`config.mk`:
```
export PLATFORM = sky130hd
export DESIGN_NAME = sha256_kfetch
export DESIGN_NICKNAME = d
export VERILOG_FILES = /design/src/rtl/sha256_kfetch.sv
export SDC_FILE = /design/constraint.sdc
export NUM_CORES = 1
export LEC_CHECK = 0
export CAP_MARGIN = 10
export CORE_MARGIN = 5
export CORE_UTILIZATION = 50
export DETAILED_ROUTE_END_ITERATION = 10
export PLACE_DENSITY = 0.86
export SLEW_MARGIN = 15
export SYNTH_ARGS = -nofsm -noshare
export SYNTH_HDL_FRONTEND = slang
export SYNTH_SLANG_ARGS = --single-unit
```
`constraint.sdc`:
```
create_clock -name clk -period 3.2 [get_ports clk]
set_input_delay 0.64 -clock clk [delete_from_list [all_inputs] [get_ports clk]]
set_output_delay 0.64 -clock clk [all_outputs]
set_load 0.05 [all_outputs]
```
`src/rtl/sha256_kfetch.sv`:
```
// sha256_kfetch - K-constant fetch sequencer for the SHA-256 round engine.
//
// For each 64-word pass this block issues chip-select/address to the K ROM
// macro, absorbs the macro's one-cycle read latency and hands K[t] to the
// round engine over a valid/ready stream through a small skid FIFO.
// A ROM read is only issued when a FIFO slot is guaranteed for it, so the
// FIFO can never overflow.
//
// Ports:
//   clk        system clock (also clocks the ROM macro)
//   rst_n      synchronous active-low reset
//   start      one-cycle pulse, begins a pass when idle (ignored while busy)
//   abort      one-cycle pulse, cancels the pass and flushes everything
//   busy       high from accepted start until done or abort
//   done       one-cycle pulse in the cycle word 63 is popped
//   rom_cs     ROM chip select (combinational from state and credit)
//   rom_addr   ROM address (the issue counter)
//   rom_dout   ROM read data, valid one cycle after the issue
//   k_valid    FIFO head valid
//   k_ready    round engine accepts the head
//   k_data     K word at the head
//   k_idx      round index t of the head word
//   k_last     head is word 63
//   stall_cnt  (only with SHA256_KFETCH_PERF_EN) saturating count of cycles
//              the consumer was ready while busy but nothing was valid
//
// Optional feature macro: SHA256_KFETCH_PERF_EN

module sha256_kfetch #(
    parameter int FIFO_DEPTH = 2,
    parameter int NUM_WORDS  = 64
) (
    input  logic        clk,
    input  logic        rst_n,
    input  logic        start,
    input  logic        abort,
    output logic        busy,
    output logic        done,
    output logic        rom_cs,
    output logic [5:0]  rom_addr,
    input  logic [31:0] rom_dout,
    output logic        k_valid,
    input  logic        k_ready,
    output logic [31:0] k_data,
    output logic [5:0]  k_idx,
    output logic        k_last
`ifdef SHA256_KFETCH_PERF_EN
    ,
    output logic [7:0]  stall_cnt
`endif
);

    localparam int PTR_W = $clog2(FIFO_DEPTH);
    localparam int CNT_W = PTR_W + 1;
    localparam logic [5:0] LAST_IDX = 6'(NUM_WORDS - 1);

    typedef enum logic [1:0] {S_IDLE, S_FETCH, S_DRAIN} state_t;

    typedef struct packed {
        logic [31:0] data;
        logic [5:0]  idx;
        logic        last;
    } entry_t;

    state_t             state_q, state_d;
    logic [5:0]         issue_cnt_q, issue_cnt_d;
    logic               inflight_q, inflight_d;
    logic [5:0]         inflight_idx_q, inflight_idx_d;
    logic [PTR_W-1:0]   rd_ptr_q, rd_ptr_d;
    logic [PTR_W-1:0]   wr_ptr_q, wr_ptr_d;
    logic [CNT_W-1:0]   count_q, count_d;
    entry_t             mem_q [FIFO_DEPTH];
    entry_t             mem_d [FIFO_DEPTH];

    entry_t             head;
    logic               pop;
    logic               push;
    logic [CNT_W:0]     occupancy;

    assign head     = mem_q[rd_ptr_q];
    assign k_valid  = (count_q != '0);
    assign k_data   = head.data;
    assign k_idx    = head.idx;
    assign k_last   = head.last;
    assign pop      = k_valid & k_ready;
    assign push     = inflight_q;
    assign busy     = (state_q != S_IDLE);
    assign rom_addr = issue_cnt_q;

    // Slots already claimed after this cycle's pop: buffered words plus the
    // word still inside the ROM. Issuing only below FIFO_DEPTH means every
    // read has a slot waiting when its data lands.
    assign occupancy = {1'b0, count_q} + (CNT_W+1)'(inflight_q) - (CNT_W+1)'(pop);
    assign rom_cs    = (state_q == S_FETCH) && (occupancy < (CNT_W+1)'(FIFO_DEPTH));

    // Abort has priority, so the final pop during an abort is not reported.
    assign done = (state_q == S_DRAIN) && pop && head.last && !abort;

    always_comb begin
        // NOTE: every signal gets a default here so no path leaves one
        // unassigned, which would otherwise infer a latch.
        state_d        = state_q;
        issue_cnt_d    = issue_cnt_q;
        inflight_d     = inflight_q;
        inflight_idx_d = inflight_idx_q;
        rd_ptr_d       = rd_ptr_q;
        wr_ptr_d       = wr_ptr_q;
        count_d        = count_q;
        mem_d          = mem_q;

        if (abort) begin
            // Flush: the word still in the ROM is dropped by clearing inflight.
            state_d    = S_IDLE;
            inflight_d = 1'b0;
            rd_ptr_d   = '0;
            wr_ptr_d   = '0;
            count_d    = '0;
        end else begin
            inflight_d = rom_cs;
            if (rom_cs) begin
                inflight_idx_d = issue_cnt_q;
                issue_cnt_d    = issue_cnt_q + 6'd1;
            end

            if (push) begin
                mem_d[wr_ptr_q] = '{data: rom_dout,
                                    idx:  inflight_idx_q,
                                    last: (inflight_idx_q == LAST_IDX)};
                wr_ptr_d = wr_ptr_q + PTR_W'(1);
            end
            if (pop) begin
                rd_ptr_d = rd_ptr_q + PTR_W'(1);
            end
            count_d = count_q + CNT_W'(push) - CNT_W'(pop);

            unique case (state_q)
                S_IDLE: begin
                    if (start) begin
                        state_d     = S_FETCH;
                        issue_cnt_d = '0;
                    end
                end
                S_FETCH: begin
                    if (rom_cs && (issue_cnt_q == LAST_IDX)) begin
                        state_d = S_DRAIN;
                    end
                end
                S_DRAIN: begin
                    if (done) begin
                        state_d = S_IDLE;
                    end
                end
                default: state_d = S_IDLE;
            endcase
        end
    end

    // NOTE: non-blocking assignments for all state so every flop samples the
    // values from before this edge, independent of statement order.
    always_ff @(posedge clk) begin
        if (!rst_n) begin
            state_q        <= S_IDLE;
            issue_cnt_q    <= '0;
            inflight_q     <= 1'b0;
            inflight_idx_q <= '0;
            rd_ptr_q       <= '0;
            wr_ptr_q       <= '0;
            count_q        <= '0;
            // NOTE: the FIFO storage is reset as well because the head word is
            // driven straight onto k_data/k_idx/k_last, which must read 0 after
            // reset; at this depth the cost is a handful of flops.
            for (int i = 0; i < FIFO_DEPTH; i++) begin
                mem_q[i] <= '0;
            end
        end else begin
            state_q        <= state_d;
            issue_cnt_q    <= issue_cnt_d;
            inflight_q     <= inflight_d;
            inflight_idx_q <= inflight_idx_d;
            rd_ptr_q       <= rd_ptr_d;
            wr_ptr_q       <= wr_ptr_d;
            count_q        <= count_d;
            mem_q          <= mem_d;
        end
    end

`ifdef SHA256_KFETCH_PERF_EN
    logic [7:0] stall_cnt_q, stall_cnt_d;

    always_comb begin
        stall_cnt_d = stall_cnt_q;
        if ((state_q == S_IDLE) && start && !abort) begin
            stall_cnt_d = '0;
        end else if (busy && !k_valid && k_ready && (stall_cnt_q != 8'hff)) begin
            stall_cnt_d = stall_cnt_q + 8'd1;
        end
    end

    always_ff @(posedge clk) begin
        if (!rst_n) begin
            stall_cnt_q <= '0;
        end else begin
            stall_cnt_q <= stall_cnt_d;
        end
    end

    assign stall_cnt = stall_cnt_q;
`endif

endmodule

```
After elaboration in Yosys (flattened, before gate mapping)
Cells that the tools add are included.
{"block": "classes", "addsub": 7, "n_lt_le_gt_ge": 4, "n_eq_ne": 7, "n_mux": 13, "n_bitwise": 5, "reduce_logical": 14}
{"operator": "2-to-1 mux 39 bit", "count": 4}
{"operator": "bitwise mux 78 bit", "count": 1}
{"operator": "demux 39 bit (select 1 bit)", "count": 1}
{"operator": "2-to-1 mux 6 bit", "count": 3}
{"operator": "== test 6 bit, second input constant", "count": 2}
{"operator": "adder 6 x 1 -> 6 bit, second input constant", "count": 1}
{"operator": "logical AND 1 bit", "count": 6}
{"operator": "2-to-1 mux 2 bit", "count": 3}
{"operator": "case mux 2 bit (3 select lines)", "count": 1}
{"operator": ">= comparator 2 bit, second input constant", "count": 2}
{"operator": "!= test 2 bit, second input constant", "count": 2}
{"operator": "inverter 1 -> 2 bit", "count": 2}
{"operator": "AND reduction 2 bit", "count": 2}
{"operator": "nonzero test 2 bit", "count": 2}
{"operator": "adder 2 x 1 -> 3 bit", "count": 1}
{"operator": "< comparator 3 x 2 -> 1 bit, second input constant", "count": 1}
{"operator": "AND reduction 3 bit", "count": 1}
{"operator": "subtractor 3 x 1 -> 3 bit", "count": 1}
{"operator": "adder 1 bit, second input constant", "count": 2}
{"operator": "adder 2 x 1 -> 2 bit", "count": 1}
{"operator": "== test 2 x 1 -> 1 bit, second input constant", "count": 1}
{"operator": "== test 2 bit, second input constant", "count": 1}
{"operator": "logical NOT 2 bit", "count": 1}
{"operator": "< comparator 2 x 1 -> 1 bit, second input constant", "count": 1}
{"operator": "other kinds (6)", "count": 7}
{"block": "word_totals", "ff_bits": 97, "wordCells": 63}

Depth between registers and ports, before layout
{"block": "depth", "word_depth": 8, "mapped_depth": 9, "depth_no_buf": 8}

Worst setup path before layout
Ideal clock, no wire load.
{"block": "synth_path", "kind": "input-to-output", "from": "input port k_ready", "to": "output port rom_cs", "arrival_time_ps": 2456, "required_ps": 2560, "path_slack_ps": 104, "cell_stages": 8, "path_buffers": 1, "path_cell_list": "nand2_1 > mux2i_1 > ha_1 > inv_1 > fa_1 > xor2_2 > buf_6 > nor2_1"}
{"block": "synth_between", "elab_chain_len": 4}
{"element": "start, declared", "line_no": "43", "text": "input logic k_ready,"}
{"element": "bitwise AND 1 bit", "line_no": "85", "text": "assign pop = k_valid & k_ready;"}
{"element": "subtractor 3 x 1 -> 3 bit", "line_no": "93", "text": "assign occupancy = {1'b0, count_q} + (CNT_W+1)'(inflight_q) - (CNT_W+1)'(pop);"}
{"element": "< comparator 3 x 2 -> 1 bit", "line_no": "94", "text": "assign rom_cs = (state_q == S_FETCH) && (occupancy < (CNT_W+1)'(FIFO_DEPTH));"}
{"element": "logical AND 1 bit", "line_no": "94"}
{"element": "end, declared", "line_no": "39", "text": "output logic rom_cs,"}
No other way between the ends.

Final worst setup path
Ends and elaborated chain as after synthesis.

==> out/metrics.cfg <==
[status]
outcome=complete, no violations

[synth]
syn-num-nets=524
syn_area_per_cell_um2=8.84
synth_seq_cells=97
syn-cell-area_um2=4280
synthFlopType=dfxtp_1
yosys.area.top_type=dfxtp_1
synthTopCellsByArea=dfxtp_1, a21boi_0, nand2_1, mux2_2, clkbuf_1
ys_seq_area_frac=0.454
yosys_warnings=0
synth_top_area_frac=0.454
synth_edf_count=0
synth-async-reset-ratio=0
synth_cells=484
synth_cell_types=42

[cells_and_area]
final_cells=670
area_delta_synth_final_pct=27.6
nFillCells=670
n_antenna_cell=0
regArea_um2=1940
drive_above_1_share=0.142
nets=600
multiInputGateArea_um2=2180
fin_area_um2=5460

[clocking]
clkTransAtPathRegs_ns=0.09
h-tree-depth=3
cts_tree=yes
clockRootBuffer=clkbuf_8
numCtsBuffers=9
cts_max_path_buffers=2
clock_sinks=97
cts_setup_buffers=0
clk_latency_ns=0.35

[sta]
max_freq_mhz=340
clock_skew_ns=0.0126
period_needed_ns=2.94
fin_crit_sh=0.920
setup_violations=0
setup-tns-final_ns=0
grt_setup_unrepaired=false
hold_viol=0
setup_ws_ns=0.258
drv_slew=0
worstMarginPinSlew_ns=0.636
max-slew-margin-rel=0.576

[place]
dp_cells=654
pre_cts_ws_ns=-0.0144
portBuffers=85
gp_congestion=0.789
dp_hpwl_mm=7.01
postPlaceCellArea_um2=5240

[grt]
grt_pass1_vias=3704
grt-ovfl-total=0
grt_max_degree=42
antenna_found_initial=0
grt_usage=0.201
grt_pass1_wl_mm=17.0

[critical_path]
critPathTopFamily=adder cells
worstSetupPathType=input pin to primary output
reg2reg_to=rom_addr[2]
r2r_slack_ns=0.70
critical_path.max_stage_delay_ns=0.50
setup.worst_path.end_class=primary output
worstPathRequired_ns=2.56
cp-startpoint=k_ready
worstPathMaxFanout=5
cp_slowest_cell=fa_1
crit_buf_inv=3
crit_cells=9
crit_chain=dlygate4sd2_1 -> nand2_1 -> mux2i_1 -> ha_1 -> inv_1 -> fa_1 -> nand3b_1 -> nor2_1 -> buf_6
worstRegToRegCells=9
endpoint=rom_cs
cp.arrival_ns=2.30
reg2reg_from=count_q[1]
critPathLaunchType=input pin

[die]
dieArea_um2=10500
start_util=0.518
die_x_um=102
rows=33
core-area_um2=8260
io_pins=86
die_h_um=102

[power]
internal_power_mw=1.71
vdd_drop_max_v=0.000246
switchingPower_mw=0.479
pwr-share-seq=0.556
pwr-share-clk=0.382
pwr-share-comb=0.062
powerDensity_nw_per_um2=400
p_leak_nw=1.84
switching_share=0.219
fin_total_pwr_mw=2.19

[route]
dr.pass1.iters=4
route.detailed.drc=0
via_per_inst=5.36
routed_wl_mm=10.2
wl_per_cell_um=15.2
vias=3591
ant_nets=0
drt-initial-drc-count=111

[min_path]
hold_class=flip-flop to flip-flop

[job]
cap_violations=0

==> power by group through the flow <==
| stage | logic [mW] | registers, mW | clock network (mW) |
|---|---|---|---|
| CTS | 0.135 | 1.22 | 0.843 |
| detailed placement | 0.135 | 1.24 | 0 |
| floorplan | 0.0611 | 1.24 | 0 |
| global placement | 0.133 | 1.24 | 0 |
| global route | 0.144 | 1.22 | 0.894 |
| finish | 0.135 | 1.22 | 0.836 |
==> kinds of logic after synthesis <==
group	synth area share
xor gates and xnor gates	0.00995
muxes	0.107
and+or+nand+nor	0.207
buffers and inverters	0.0368
AOI/OAI and AO/OA	0.174
DFF	0.454
adders and majority gates	0.0105
==> final cells by class <==
class	instances	share of cell area
repair buffers	97	0.178
clock buffers	12	0.0302
flip-flops and latches	97	0.356
inverters	4	0.00275
clock inverters	4	0.00917
multi-input cells	351	0.400
well taps	105	0.0241
==> per-stage QoR <==
step           hold slack, ns   util
6_report                0.462  0.661
5_1_grt                 0.487  0.661
4_1_cts                 0.463  0.661
3_5_place_dp            0.450  0.635
3_3_place_gp            0.438  0.635
2_1_floorplan           0.433      -
==> layout by cell type, fill, tap and decap left out, types with 2 or more instances in the layout <==
cell	count
inv_1	4
clkdlybuf4s50_1	81
or4_1	2
mux2_2	39
dfxtp_1	96
mux2i_1	2
or2_2	2
ha_1	2
nor4_1	3
nor2_1	7
nand4_1	3
a21oi_1	4
nand3_1	11
a21boi_1	3
buf_4	10
buf_12	3
o21ai_0	9
clkbuf_8	12
nand2_1	157
nand3b_1	3
clkinvlp_4	2
o31ai_1	3
xnor2_1	2
a21boi_0	81
==> flip-flops by register name, indices dropped and copies added (netlist names) <==
signal and count:
inflight_idx_q 6, rom_addr 6, inflight_q 1, count_q 2
rd_ptr_q 1, mem_q 78, wr_ptr_q 1, state_q 2
==> cells in the mapped netlist, drive strengths merged (3+ instances only) <==
master	count
a21boi	84
a21oi	5
buf	13
clkbuf	19
dfxtp	97
inv	4
mux2	39
nand2	157
nand3	11
nand3b	3
nand4	3
nor2	7
nor4	3
o21ai	9
o31ai	3
or4	3
==> layer usage <==
metal	GRT usage	vias up	routed length, µm
met3	0.0372	16	384
met1	0.240	1727	4410
met5	0	-	0
li1	-	1776	-
met4	0.0767	0	173
met2	0.358	72	5220
==> worst min path at each step <==
| stage | from | to | slack (ns) | cells after the start |
|---|---|---|---|---|
| after floorplan | mem_q[67] | mem_q[67] | 0.43 | 2 |
| after global placement | mem_q[67] | mem_q[67] | 0.44 | 2 |
| after detailed placement | mem_q[67] | mem_q[67] | 0.45 | 2 |
| after CTS | mem_q[67] | mem_q[67] | 0.46 | 2 |
| after global routing | mem_q[54] | mem_q[54] | 0.49 | 2 |
| final | mem_q[67] | mem_q[67] | 0.46 | 2 |
==> worst min-delay path: stages (launching register included) <==
cell and delay, ns:
dfxtp_1 0.32, nand2_1 0.05, a21boi_1 0.05
==> repair_timing <==
| action | 4_1_cts | 5_1_grt |
|---|---|---|
| setup endpoints to repair | 1 | 0 |
| resized for setup | 2 | 0 |
| hold buffers | 0 | 0 |
Power figures use the tool's default switching activity.
